File: config.mk
export PLATFORM = sky130hd
export DESIGN_NAME = llc_req_in_queue
export DESIGN_NICKNAME = d
export VERILOG_FILES = /design/src/rtl/llc_req_in_queue_pkg.sv /design/src/rtl/llc_req_fifo.sv /design/src/rtl/llc_req_in_queue.sv
export SDC_FILE = /design/constraint.sdc
export NUM_CORES = 1
export LEC_CHECK = 0
export ABC_AREA = 0
export ABC_CLOCK_PERIOD_IN_PS = 3400
export CAP_MARGIN = 10
export CELL_PAD_IN_SITES_DETAIL_PLACEMENT = 1
export CELL_PAD_IN_SITES_GLOBAL_PLACEMENT = 1
export CORE_AREA = 2 2 247 200
export CTS_BUF_LIST = sky130_fd_sc_hd__clkbuf_4
export DETAILED_ROUTE_END_ITERATION = 16
export DIE_AREA = 0 0 249 202
export HOLD_SLACK_MARGIN = 0.03
export MAX_ROUTING_LAYER = met4
export PLACE_DENSITY_LB_ADDON = 0.1
export SLEW_MARGIN = 30
export SYNTH_ARGS = -nofsm -noshare
export SYNTH_HDL_FRONTEND = slang
export SYNTH_SLANG_ARGS = --single-unit
export TNS_END_PERCENT = 50
File: constraint.sdc
create_clock -name clk -period 3.4 [get_ports clk]
set_clock_uncertainty 0.15 [all_clocks]
set_input_delay 0.51 -clock clk [delete_from_list [all_inputs] [get_ports clk]]
set_output_delay 0.51 -clock clk [all_outputs]
set_load 0.01 [all_outputs]
File: src/rtl/llc_req_in_queue_pkg.sv
// Shared request types and address field widths for the LLC request input queue.
// Imported by the queue top and its storage FIFO.
package llc_req_in_queue_pkg;

  localparam int LINE_ADDR_BITS = 16;
  localparam int LLC_SET_BITS   = 8;
  localparam int LLC_TAG_BITS   = LINE_ADDR_BITS - LLC_SET_BITS;
  localparam int WORDS_PER_LINE = 2;
  localparam int BITS_PER_LINE  = 64;
  localparam int REQ_ID_BITS    = 4;

  typedef enum logic [2:0] {
    REQ_GETS,
    REQ_GETM,
    REQ_PUTS,
    REQ_PUTM,
    REQ_DMA_READ,
    REQ_DMA_WRITE
  } coh_msg_t;

  typedef struct packed {
    coh_msg_t                  coh_msg;
    logic [1:0]                hprot;
    logic [LINE_ADDR_BITS-1:0] addr;
    logic [BITS_PER_LINE-1:0]  line;
    logic [WORDS_PER_LINE-1:0] word_mask;
    logic [REQ_ID_BITS-1:0]    req_id;
  } llc_req_in_packed_t;

  localparam int REQ_W = $bits(llc_req_in_packed_t);

endpackage

File: src/rtl/llc_req_fifo.sv
// Generic DEPTH-entry FIFO: storage, wrapping pointers and occupancy count.
// Ready depends on count only, so a same-cycle pop never frees a full queue.
module llc_req_fifo #(
  parameter  int DATA_W = 8,
  parameter  int DEPTH  = 4,
  localparam int PTR_W  = $clog2(DEPTH)
) (
  input  logic              clk,
  input  logic              rst,
  input  logic              push_i,
  input  logic [DATA_W-1:0] data_i,
  input  logic              pop_i,
  output logic [DATA_W-1:0] data_o,
  output logic [PTR_W:0]    count_o,
  output logic              ready_o,
  output logic              valid_o
);

  localparam logic [PTR_W:0] FULL = (PTR_W+1)'(DEPTH);

  logic [DATA_W-1:0] mem_q [DEPTH];
  logic [PTR_W-1:0]  wr_q, wr_d;
  logic [PTR_W-1:0]  rd_q, rd_d;
  logic [PTR_W:0]    cnt_q, cnt_d;
  logic              push, pop;

  assign ready_o = (cnt_q != FULL);
  assign valid_o = (cnt_q != '0);
  assign push    = push_i & ready_o;
  assign pop     = pop_i & valid_o;
  assign data_o  = mem_q[rd_q];
  assign count_o = cnt_q;

  always_comb begin
    wr_d  = push ? wr_q + PTR_W'(1) : wr_q;
    rd_d  = pop ? rd_q + PTR_W'(1) : rd_q;
    cnt_d = cnt_q;
    if (push && !pop)
      cnt_d = cnt_q + (PTR_W+1)'(1);
    else if (!push && pop)
      cnt_d = cnt_q - (PTR_W+1)'(1);
  end

  always_ff @(posedge clk or negedge rst) begin
    if (!rst) begin
      wr_q  <= '0;
      rd_q  <= '0;
      cnt_q <= '0;
    end else begin
      wr_q  <= wr_d;
      rd_q  <= rd_d;
      cnt_q <= cnt_d;
    end
  end

  // Stale entries are unreachable once count is cleared.
  always_ff @(posedge clk) begin
    if (push)
      mem_q[wr_q] <= data_i;
  end

endmodule

File: src/rtl/llc_req_in_queue.sv
// NoC request input queue with active and stalled request registers.
// LLC_REQ_QUEUE_STATS_EN adds hwm_o, full_cycles and empty_pop outputs.
module llc_req_in_queue
  import llc_req_in_queue_pkg::*;
#(
  parameter  int DEPTH = 4,
  localparam int PTR_W = $clog2(DEPTH)
) (
  input  logic                      clk,
  input  logic                      rst,
  input  logic                      llc_req_in_i_valid,
  output logic                      llc_req_in_i_ready,
  input  llc_req_in_packed_t        llc_req_in_i_data,
  output logic                      llc_req_in_valid,
  output logic [LINE_ADDR_BITS-1:0] req_in_addr,
  input  logic                      do_get_req,
  input  logic                      set_req_in_stalled,
  input  logic                      update_req_in_from_stalled,
  input  logic                      clr_req_in_stalled_valid,
  output llc_req_in_packed_t        req_in,
  output logic                      req_in_stalled_valid,
  output logic [LLC_SET_BITS-1:0]   req_in_stalled_set,
  output logic [LLC_TAG_BITS-1:0]   req_in_stalled_tag
`ifdef LLC_REQ_QUEUE_STATS_EN
  ,
  output logic [PTR_W:0]            hwm_o,
  output logic [31:0]               full_cycles,
  output logic                      empty_pop
`endif
);

  llc_req_in_packed_t head;
  llc_req_in_packed_t req_in_q, req_in_d;
  llc_req_in_packed_t stalled_q, stalled_d;
  logic               stalled_v_q, stalled_v_d;
  logic [PTR_W:0]     count;
  logic               pop_req, pop_fire;

  // Restore takes priority over a pop, so the FIFO is left untouched.
  assign pop_req  = do_get_req & ~update_req_in_from_stalled;
  assign pop_fire = pop_req & llc_req_in_valid;

  llc_req_fifo #(
    .DATA_W (REQ_W),
    .DEPTH  (DEPTH)
  ) u_fifo (
    .clk     (clk),
    .rst     (rst),
    .push_i  (llc_req_in_i_valid),
    .data_i  (llc_req_in_i_data),
    .pop_i   (pop_req),
    .data_o  (head),
    .count_o (count),
    .ready_o (llc_req_in_i_ready),
    .valid_o (llc_req_in_valid)
  );

  assign req_in_addr          = head.addr;
  assign req_in               = req_in_q;
  assign req_in_stalled_valid = stalled_v_q;
  assign req_in_stalled_set   = stalled_q.addr[LLC_SET_BITS-1:0];
  assign req_in_stalled_tag   = stalled_q.addr[LINE_ADDR_BITS-1:LLC_SET_BITS];

  always_comb begin
    req_in_d    = req_in_q;
    stalled_d   = stalled_q;
    stalled_v_d = stalled_v_q;
    if (update_req_in_from_stalled)
      req_in_d = stalled_q;
    else if (pop_fire)
      req_in_d = head;
    if (set_req_in_stalled) begin
      stalled_d   = req_in_q;
      stalled_v_d = 1'b1;
    end else if (clr_req_in_stalled_valid) begin
      stalled_v_d = 1'b0;
    end
  end

  always_ff @(posedge clk or negedge rst) begin
    if (!rst) begin
      req_in_q    <= '0;
      stalled_q   <= '0;
      stalled_v_q <= 1'b0;
    end else begin
      req_in_q    <= req_in_d;
      stalled_q   <= stalled_d;
      stalled_v_q <= stalled_v_d;
    end
  end

`ifdef LLC_REQ_QUEUE_STATS_EN
  logic [PTR_W:0] hwm_q, hwm_d;
  logic [31:0]    full_q, full_d;
  logic           epop_q, epop_d;

  always_comb begin
    hwm_d  = (count > hwm_q) ? count : hwm_q;
    full_d = full_q;
    if (count == (PTR_W+1)'(DEPTH) && full_q != '1)
      full_d = full_q + 32'd1;
    epop_d = epop_q | (do_get_req & ~llc_req_in_valid);
  end

  always_ff @(posedge clk or negedge rst) begin
    if (!rst) begin
      hwm_q  <= '0;
      full_q <= '0;
      epop_q <= 1'b0;
    end else begin
      hwm_q  <= hwm_d;
      full_q <= full_d;
      epop_q <= epop_d;
    end
  end

  assign hwm_o       = hwm_q;
  assign full_cycles = full_q;
  assign empty_pop   = epop_q;
`else
  a_no_empty_pop: assert property (
    @(posedge clk) disable iff (!rst)
    !(do_get_req && count == '0)
  );
`endif

endmodule

==> run summary <==
The worst slew margin relative to its limit is 39.6%. The mean cell area of the mapped netlist is 18.0 µm². The largest single stage delay on the critical path is 540 ps.

The distinct cell type count after synthesis came out at 27. The number of port buffers came out at 223. The number of antenna-violating nets in the routed design came out at 0.

The number of vias per cell came out at 5.20. The least setup slack across all paths after layout came out at 222 ps. The cell chosen for the clock root is clkbuf_4. The clock latency on the worst-skew pair is 850 ps. The worst hold-check slack is 115 ps.

For this configuration, the core starts out at a cell density of 44.6%. Walking the worst path, the cells encountered are buf_12, mux4_2, clkdlybuf4s50_1. The power per unit of standard cell area came out at 864 mW/mm². The worst reg2reg path depth came out at 6.

The CTS tree is done. The number of max-slew violations in the final report came out at 0. The number of endpoints failing setup at the final stage is 0. The flip-flop and latch count after synthesis is 554.

From bottom edge to top edge, the die measures 202 µm. The share of power burned in the clock network came out at 26.3%. The number of nets in the layout is 1625. The total number of yosys warnings is 0.

The xor and xnor fraction of the mapped netlist area is 0.246%. The die outline area is 0.0503 mm². The pin slew with the least headroom to its limit is 906 ps. The final estimated routing congestion in global placement came out at 0.725.

Cells with a size suffix above 1 make up 29.6% of the layout. The async set or reset register ratio after synthesis came out at 34.3%. Before CTS, the worst setup slack after placement is 530 ps.

The area of placed instances came out at 0.0243 mm². The leakage power figure is 9.55 nW. The TritonCTS buffer count is 144. The path class of the tightest hold or removal check is in2async. The number of buffers and inverters on the critical path is 2. The number of remaining DRC errors came out at 0. The chip width is 249 µm. Summed over all layers, the routed wires come to 51.0 mm. The I/O pin total came out at 224. The share of power burned in registers is 44.4%. Clock-pin slew was measured on the worst setup and hold paths at 60 ps. The cell accounting for the most synthesized area is edfxtp_1. By area the synthesized netlist is led by edfxtp_1 51%, dfrtp_1 22%, mux4_2 9.6%.

The maximum ir drop on the vdd rail is 0.366 mV. The area overhead of the layout relative to synthesis is 24.1%. The deepest level of the CTS H-tree is 4.

The reported max-cap violation count is 0. The share of synthesized cell area in and, or, nand and nor gates is 4.35%. The switching fraction of total power is 29.9%. The number of buffers on the longest clock path is 3.

The number of DRC violations after detailed-routing iteration 0 is 563. The total grt overflow came out at 0. Setup repair after global routing left no endpoint under its margin. The critical path in this run is classified as reg2out.

The largest individual stage delay along the critical path comes from the cell mux4_2. The first global-routing pass estimated 79.1 mm of wire. STA classifies the critical path startpoint as a flip-flop. The net switching power of the design is 0.00685 W. Ranked by instance count, the synthesized netlist is headed by 364 x edfxtp_1, 190 x dfrtp_1, 150 x a21oi_1, 93 x mux2_2, 91 x mux4_2. The first-pass iteration count of the detailed router is 4. The floorplan has 72 rows. The adder-cell area share of the yosys netlist came out at 0.387%. The final critical delay including setup and external delays came out at 3180 ps. The core footprint is 0.0478 mm². The post-synthesis mux area share came out at 14.5%. The sequential area share after synthesis came out at 73.5%. Global routing consumed, over all layers together, 21.6% of the routing resources. The run finished with clean final reports. The number of synthesized flops with an enable pin came out at 364.

The main combinational cell family by area after synthesis is multiplexers. The compound-gate portion of the synthesized area is 4.52%. The pin count of the biggest net entering global routing is 184. The sort of element at the end of the critical path is an output port. The top-area cell type share of the netlist area is 51.2%. The number of cells on the critical path came out at 3.

The gate count of the mapped netlist came out at 1186. The overall via count from detail_route came out at 11800. The HPWL after detailed placement is 28.8 mm.

Combinational logic is responsible for 29.3% of the overall power. Counting every net in the synthesized netlist gives 1290. The maximum fanout encountered on the critical timing path came out at 9. After layout, the worst path uses 93.5% of the clock period. Among all flip-flop cells after synthesis, the most frequent one is edfxtp_1. The mapped cell area came out at 0.0213 mm².

The number of global-route vias before repair is 13200. The average wire per standard cell is 22.4 µm. The final count of hold timing violations came out at 0. The number of antenna violations at the first check in global routing was 8. The upper clock frequency limit is 315 MHz.

Data on the critical path arrives at its endpoint at 2520 ps. The cell with the most instances after synthesis is edfxtp_1. The total chip power is 0.0229 W. The post-route standard cell area excluding fillers is 0.0265 mm². The internal portion of the total power is 0.0160 W. Grouping stages by cell kind, the critical path spends the most delay in buffers and inverters. The worst endpoint required time is 2740 ps. The clock sink count is 554.
per-layer routing:
metal  wire length [µm]  vias up  track usage [%]
met1              22600     6222             27.3
li1                   -     5307                -
met3               2540       53             6.35
met5                  0        -                -
met4                609        0             6.49
met2              25200      256             33.9
flip-flops by register name, indices dropped and copies added (netlist names), 2 cells and up:
signal	flops
req_in_stalled_tag	8
u_fifo.wr_q	2
u_fifo.count_o	3
stalled_q	75
req_in	91
req_in_stalled_set	8
u_fifo.rd_q	2
u_fifo.mem_q	364
what timing repair did:
item,in CTS,in global routing
hold endpoints to repair,124,0
buffers inserted,1,4
gates resized for setup,3,0
setup endpoints to repair,16,9
hold buffers,10,0
cells by family after synthesis:
family	Yosys count
flip-flops	554
multiplexers	184
AND/OR/NAND/NOR	176
AO/OA/AOI/OAI	170
buffers and inverters	90
XOR/XNOR	6
adder cells (fa/ha/maj)	6
cell type report:
type,count,area (µm²)
inverters,5,18.8
repair buffers,274,2860
clock inverters,35,224
fillers,4432,21400
multi-input cells,542,5130
diodes,8,20.0
clock buffers,231,1730
well taps,629,787
flip-flops and latches,554,15700
worst paths after layout:
check                      slack [ps]                            end                        from
max                               220                 req_in_addr[2]  u_fifo.rd_q[0]$_DFFE_PN0P_
min reg2reg                       350         req_in[25]$_DFFE_PN0P_   stalled_q[25]$_DFFE_PN0P_
min                               110         req_in[34]$_DFFE_PN0P_                         rst
min in group clk                  140  u_fifo.mem_q[1][49]$_DFFE_PP_       llc_req_in_i_data[49]
max in group asynchronous        2040         req_in[32]$_DFFE_PN0P_                         rst
max reg2reg                       920         req_in[38]$_DFFE_PN0P_  u_fifo.rd_q[0]$_DFFE_PN0P_
metrics by stage:
stage               setup TNS [ps]  utilization [%]  std cells
finish                           0             55.3       2278
CTS                              0             55.2       2265
global route                     0             55.3       2278
global placement                 0             50.8       1988
detailed placement               0             50.8       1988
floorplan                   -36190                -       1186
layout by cell type, fill, tap and decap left out, types with 24 or more instances in the layout:
| master | count |
|---|---|
| nand2_1 | 76 |
| a21oi_1 | 150 |
| edfxtp_1 | 364 |
| buf_4 | 24 |
| clkbuf_4 | 231 |
| nor2b_1 | 75 |
| dfrtp_1 | 188 |
| clkdlybuf4s50_1 | 217 |
| mux4_2 | 91 |
| mux2_2 | 93 |
power by group through the flow:
stage | clock (W) | sequential (W) | combinational, W
after global routing | 0.00661 | 0.0104 | 0.00727
after detailed placement | 0 | 0.0104 | 0.00666
after floorplan | 0 | 0.0102 | 0.00386
after CTS | 0.00625 | 0.0102 | 0.00677
final | 0.00601 | 0.0102 | 0.00671
after global placement | 0 | 0.0103 | 0.00656
worst register-to-register path: stages, from the launching register on:
cell	delay, ps
dfrtp_4	470
buf_4	150
buf_16	160
buf_4	650
mux4_2	610
nand2_1	80
a21oi_1	70
No activity file was read; power rests on OpenSTA's default activity.
